==> config.mk <==
export PLATFORM = sky130hd
export DESIGN_NAME = rf_wb_arbiter_flat
export DESIGN_NICKNAME = d
export VERILOG_FILES = /design/src/rtl/rf_wb_arbiter_if.sv /design/src/rtl/rf_wb_arbiter.sv /design/src/flat_wrapper.sv
export SDC_FILE = /design/constraint.sdc
export NUM_CORES = 1
export LEC_CHECK = 0
export ABC_AREA = 1
export CORE_ASPECT_RATIO = 0.8
export CORE_MARGIN = 1.5
export CORE_UTILIZATION = 41
export DETAILED_ROUTE_END_ITERATION = 8
export PLACE_DENSITY = 0.78
export SLEW_MARGIN = 20
export SYNTH_ARGS = -nofsm -noshare
export SYNTH_HDL_FRONTEND = slang
export SYNTH_SLANG_ARGS = --single-unit
==> constraint.sdc <==
create_clock -name clk -period 2 [get_ports clk]
set_clock_uncertainty 0.05 [all_clocks]
set_input_delay 0.2 -clock clk [delete_from_list [all_inputs] [get_ports clk]]
set_output_delay 0.2 -clock clk [all_outputs]
set_load 0.01 [all_outputs]
==> src/rtl/rf_wb_arbiter_if.sv <==
// Writeback bus shared by the requesters and the register-file write port.
// The requester side drives valid/rd/wd and observes ready plus the
// registered register-file write; the arbiter side is the reverse.
interface rf_wb_arbiter_if #(
  parameter int NREQ = 3,
  parameter int AW   = 5,
  parameter int DW   = 32
);
  logic [NREQ-1:0]    req_valid;
  logic [NREQ-1:0]    req_ready;
  logic [NREQ*AW-1:0] req_rd;
  logic [NREQ*DW-1:0] req_wd;
  logic               rf_wr;
  logic [AW-1:0]      rf_a3;
  logic [DW-1:0]      rf_wd;

  modport master (
    output req_valid, req_rd, req_wd,
    input  req_ready, rf_wr, rf_a3, rf_wd
  );

  modport slave (
    input  req_valid, req_rd, req_wd,
    output req_ready, rf_wr, rf_a3, rf_wd
  );
endinterface

==> src/rtl/rf_wb_arbiter.sv <==
// Round-robin arbiter for the single register-file write port, with a
// pending-write scoreboard so decode can stall on RAW/WAW hazards until the
// register file really holds a result.
module rf_wb_arbiter #(
  parameter int NREQ = 3,
  parameter int AW   = 5,
  parameter int DW   = 32
) (
  input  logic              clk,
  input  logic              rst,
  rf_wb_arbiter_if.slave    wb,
  input  logic              iss_valid,
  input  logic [AW-1:0]     iss_rd,
  input  logic [AW-1:0]     chk_a1,
  input  logic [AW-1:0]     chk_a2,
  output logic              hazard1,
  output logic              hazard2,
  output logic              iss_conflict,
  output logic              pend_any
);

  localparam int PW   = (NREQ > 1) ? $clog2(NREQ) : 1;
  localparam int NREG = 1 << AW;

  logic [PW-1:0]   rr_ptr_q, rr_ptr_d;
  logic            rf_wr_q, rf_wr_d;
  logic [AW-1:0]   rf_a3_q, rf_a3_d;
  logic [DW-1:0]   rf_wd_q, rf_wd_d;
  logic [NREG-1:0] pend_q, pend_d;

  logic [NREQ-1:0] gnt_s;
  logic [PW-1:0]   gidx_s;
  logic            found_s;
  logic            hs_s;
  logic [AW-1:0]   sel_rd_s;
  logic [DW-1:0]   sel_wd_s;
  int              idx_s;

  // Pick the first valid requester scanning upward from rr_ptr with wrap.
  always_comb begin
    gnt_s   = '0;
    gidx_s  = '0;
    found_s = 1'b0;
    idx_s   = 0;
    for (int k = 0; k < NREQ; k++) begin
      idx_s = (int'(rr_ptr_q) + k) % NREQ;
      if (!found_s && wb.req_valid[idx_s]) begin
        found_s       = 1'b1;
        gnt_s[idx_s]  = 1'b1;
        gidx_s        = PW'(idx_s);
      end else begin
        found_s = found_s;
      end
    end
  end

  // Grants are suppressed during reset; an in-flight request is dropped.
  always_comb begin
    if (rst) begin
      wb.req_ready = '0;
      hs_s         = 1'b0;
    end else begin
      wb.req_ready = gnt_s;
      hs_s         = found_s;
    end
  end

  assign sel_rd_s = wb.req_rd[gidx_s*AW +: AW];
  assign sel_wd_s = wb.req_wd[gidx_s*DW +: DW];

  // Next pointer and next register-file write; rd=0 is accepted but never written.
  always_comb begin
    rr_ptr_d = rr_ptr_q;
    rf_wr_d  = 1'b0;
    rf_a3_d  = rf_a3_q;
    rf_wd_d  = rf_wd_q;
    if (hs_s) begin
      rr_ptr_d = (gidx_s == PW'(NREQ - 1)) ? '0 : gidx_s + PW'(1);
      rf_wr_d  = (sel_rd_s != '0);
      rf_a3_d  = sel_rd_s;
      rf_wd_d  = sel_wd_s;
    end else begin
      rr_ptr_d = rr_ptr_q;
    end
  end

  // Scoreboard: clear on the register-file write edge, then set from issue so
  // a newer producer of the same register wins; x0 is never tracked.
  always_comb begin
    pend_d = pend_q;
    if (rf_wr_q) begin
      pend_d[rf_a3_q] = 1'b0;
    end else begin
      pend_d = pend_d;
    end
    if (iss_valid && (iss_rd != '0)) begin
      pend_d[iss_rd] = 1'b1;
    end else begin
      pend_d = pend_d;
    end
    pend_d[0] = 1'b0;
  end

  // State registers; write-port outputs clear the moment reset asserts.
  always_ff @(posedge clk or posedge rst) begin
    if (rst) begin
      rr_ptr_q <= '0;
      rf_wr_q  <= 1'b0;
      rf_a3_q  <= '0;
      rf_wd_q  <= '0;
      pend_q   <= '0;
    end else begin
      rr_ptr_q <= rr_ptr_d;
      rf_wr_q  <= rf_wr_d;
      rf_a3_q  <= rf_a3_d;
      rf_wd_q  <= rf_wd_d;
      pend_q   <= pend_d;
    end
  end

  assign wb.rf_wr = rf_wr_q;
  assign wb.rf_a3 = rf_a3_q;
  assign wb.rf_wd = rf_wd_q;

  assign hazard1      = (chk_a1 != '0) & pend_q[chk_a1];
  assign hazard2      = (chk_a2 != '0) & pend_q[chk_a2];
  assign iss_conflict = (iss_rd != '0) & pend_q[iss_rd];
  assign pend_any     = |pend_q;

endmodule

==> src/flat_wrapper.sv <==
// flat-port wrapper written by rule: the top's interface ports become plain ports
module rf_wb_arbiter_flat 
#(
  parameter int NREQ = 3,
  parameter int AW   = 5,
  parameter int DW   = 32
)
  (clk, rst, iss_valid, iss_rd, chk_a1, chk_a2, hazard1, hazard2, iss_conflict, pend_any, wb_req_valid, wb_req_rd, wb_req_wd, wb_req_ready, wb_rf_wr, wb_rf_a3, wb_rf_wd);
  rf_wb_arbiter_if #(.NREQ(NREQ), .AW(AW), .DW(DW)) wb_i ();
  input  logic clk;
  input  logic rst;
  input  logic iss_valid;
  input  logic [AW-1:0] iss_rd;
  input  logic [AW-1:0] chk_a1;
  input  logic [AW-1:0] chk_a2;
  output logic hazard1;
  output logic hazard2;
  output logic iss_conflict;
  output logic pend_any;
  input wire logic [$bits(wb_i.req_valid)-1:0] wb_req_valid;
  input wire logic [$bits(wb_i.req_rd)-1:0] wb_req_rd;
  input wire logic [$bits(wb_i.req_wd)-1:0] wb_req_wd;
  output wire logic [$bits(wb_i.req_ready)-1:0] wb_req_ready;
  output wire logic [$bits(wb_i.rf_wr)-1:0] wb_rf_wr;
  output wire logic [$bits(wb_i.rf_a3)-1:0] wb_rf_a3;
  output wire logic [$bits(wb_i.rf_wd)-1:0] wb_rf_wd;
  assign wb_i.req_valid = wb_req_valid;
  assign wb_i.req_rd = wb_req_rd;
  assign wb_i.req_wd = wb_req_wd;
  assign wb_req_ready = wb_i.req_ready;
  assign wb_rf_wr = wb_i.rf_wr;
  assign wb_rf_a3 = wb_i.rf_a3;
  assign wb_rf_wd = wb_i.rf_wd;
  rf_wb_arbiter #(.NREQ(NREQ), .AW(AW), .DW(DW)) u_core (.clk(clk), .rst(rst), .wb(wb_i), .iss_valid(iss_valid), .iss_rd(iss_rd), .chk_a1(chk_a1), .chk_a2(chk_a2), .hazard1(hazard1), .hazard2(hazard2), .iss_conflict(iss_conflict), .pend_any(pend_any));
endmodule
==> impl_metrics.toml <==
[yosys]
synth_top_area_share_pct = 36.6
postSynthCellCount = 667
ys_seq_elements = 71
syn_area_mm2 = 0.00485
synth_largest_area_cell = "dfrtp_1"
ys_top_cells_by_area = "dfrtp_1 (37%), o21ai_0 (10%), a21oi_1 (8.7%), inv_1 (8.1%), a21oi_2 (5.1%)"
seq_area_frac_synth_pct = 36.6
yosysWarnings = 0
syn_avg_cell_area_um2 = 7.27
syn_nets = 803
yosys.cell_types.count = 36

[pwr]
finalPower_mw = 15.2
peakVddDrop_mv = 1.07
leakage_nw = 3.68
power_density_mw_per_mm2 = 1750

[cts]
cts_sinks = 71
cts_tree = "yes"
cts-buffers-inserted = 9
htreeDepth = 3
clk_path_buf_depth = 2
clkLatencyLatePin_ns = 0.33
cts.clk_slew.worst_paths_ns = 0.05
cts_root_buf = "clkbuf_16"

[timing]
fin_crit_ns = 2.25
period_share_pct = 112
rsz0062_at_grt = "true"
slew_headroom_pct = 68.1
hold_ws_ns = 0.435
fmax_mhz = 445
worst_pin_slew_ns = 0.474
drv_slew = 0
hold_violations = 0
final-setup-viol-count = 44
worst_slack_ns = -0.249

[setup_path]
reg2reg_to = "u_core.wb.rf_wd[15]$_DFFE_PP0P_"
critPathMaxFanout = 8
crit_type = "reg -> reg"
worst_path_max_delay_cell = "dfrtp_2"
r2r_slack_ns = -0.25
critPathMaxStageDelay_ns = 0.44
reg2reg_depth = 13
reg2reg_from = "u_core.rr_ptr_q[0]$_DFFE_PP0P_"
start_kind = "flop"
crit_path_end_kind = "flop"
path_cells = "inv_2, buf_4, ha_2, inv_2, nand3_4, nand2_2, buf_6, buf_6, o21ai_4, clkinv_4, clkbuf_16, nor2_4, a21oi_2"
worstPathArrival_ns = 2.41
cp.required_ns = 2.16

[detailed_routing]
routed_via_density = 5.71
drt_pass1_iterations = 5
wl_per_cell_um = 18.5
antenna_left = 0
drtIter0Drc = 577
wirelength_um = 19900
vias = 6153
drc_errors = 0

[grt]
grt_pass1_vias = 5836
grt-ovfl-total = 0
antenna_found_initial = 0
grt_max_degree = 72
grt_first_pass_wirelength_um = 29600
track_usage_pct = 29.6

[final_layout]
drive_gt1_share_pct = 31.4
fillers = 776
area_growth_pct = 79.9
utilization_pct = 75.7
fin_nets = 1061
n_antenna_cell = 0
seq_area_mm2 = 0.00178
multi_input_area_mm2 = 0.00327

[placement]
portBuffers = 176
dp_hpwl_um = 13400
place.gp.congestion = 1.07

[run]
cap_violations = 0

[floorplanning]
row_count = 35
fp.dieArea_mm2 = 0.0125
io_pins = 177
core_area_mm2 = 0.0115
start_util_pct = 42.1
die_w_um = 125
die_h_um = 100

[outcome]
violations = "negative setup slack"
outcome = "finished, violations left"

[min_path]
min_path_type = "in -> async"
-- state kept, by name (all words and copies together) (netlist names) --
name             flops
u_core.rr_ptr_q      2
u_core.pend_q       31
u_core.wb.rf_a3      5
u_core.wb.rf_wr      1
u_core.wb.rf_wd     32
-- through the flow --
step,cell area [um2],instances,TNS [ns],setup WS [ns]
2_1_floorplan,4940,667,-4.14,-0.126
3_3_place_gp,7310,1037,-6.81,-0.436
3_5_place_dp,7310,1037,-10.77,-0.513
4_1_cts,8080,1066,-5.65,-0.187
5_1_grt,8720,1077,-13.13,-0.343
6_report,8720,1077,-8.88,-0.249
-- routing by layer --
metal	routed length, um	part of all wire, %	global-route usage, %	vias up
met5	0	0	0	-
met3	1820	9.1	7.94	63
met4	638	3.2	10.9	0
met1	8140	41	37.4	2904
met2	9300	47	49.2	359
li1	-	-	-	2827
-- repair_timing --
item | in CTS | in global routing
gates cloned | 4 | 6
pin swaps | 25 | 25
gates resized for setup | 126 | 132
hold endpoints to repair | 0 | 0
endpoints found under the setup margin | 47 | 47
buffers inserted | 10 | 6
hold buffers | 0 | 0
-- cell type report --
class	count	area share [%]
multi-input cells	463	37.5
clock buffers	11	2.67
flip-flops and latches	71	20.4
repair buffers	271	31.7
inverters	109	5.05
clock inverters	4	0.545
well taps	148	2.12
-- synthesized netlist by cell type, drive strengths merged --
cell type	n
o21ai	125
a21oi	112
inv	109
nand2	72
dfrtp	71
nor2	46
nand3	34
buf	18
o22ai	15
nor3	11
o221ai	11
a22oi	6
clkbuf	6
nor4	6
o211ai	6
ha	4
nand3b	4
nand4	4
o2111ai	4
a31oi	2
a22o	1
-- worst max path at each step --
stage | from | to | slack [ns] | depth (start not counted)
after global placement | iss_rd[0] | iss_conflict | -0.44 | 9
after detailed placement | iss_rd[0] | iss_conflict | -0.51 | 9
after floorplan | rst | u_core.wb.rf_wd[17]$_DFFE_PP0P_ | -0.13 | 7
final | u_core.rr_ptr_q[0]$_DFFE_PP0P_ | u_core.wb.rf_wd[15]$_DFFE_PP0P_ | -0.25 | 13
after CTS | u_core.rr_ptr_q[1]$_DFFE_PP0P_ | wb_req_ready[1] | -0.19 | 11
after global routing | u_core.rr_ptr_q[0]$_DFFE_PP0P_ | u_core.wb.rf_wd[15]$_DFFE_PP0P_ | -0.34 | 13
-- cell families (layout without fill, tap and decap cells) --
group / after synthesis / in the layout / share of synthesized area (%)
simple gates: 177 / 177 / 17.1
fa+ha+maj: 4 / 4 / 1.03
buf+inv: 133 / 395 / 11.5
flops: 71 / 71 / 36.6
compound gates: 282 / 282 / 33.7
-- worst max-delay path: cells and delay by family (launching register included) --
family / cells / cell delay [ns]
flip-flops: 1 / 0.44
adder cells (fa/ha/maj): 1 / 0.20
buffers and inverters: 7 / 0.97
AND/OR/NAND/NOR: 3 / 0.23
AO/OA/AOI/OAI: 2 / 0.24
-- placed cells by master, fill, tap and decap left out, drive strengths merged, types with 34 or more instances in the layout --
cell type,synthesis,final
clkdlybuf4s50,0,163
o21ai,125,125
a21oi,112,112
inv,109,107
buf,18,98
nand2,72,72
dfrtp,71,71
nor2,46,46
nand3,34,34
-- where the power goes --
part           leakage (nW)  internal, mW  switching (mW)
clock                 0.135         0.955           0.603
sequential            0.775          2.18           0.786
combinational          2.77          5.00            5.73
total                  3.68          8.13            7.12
(Power assumes the default switching activity.)
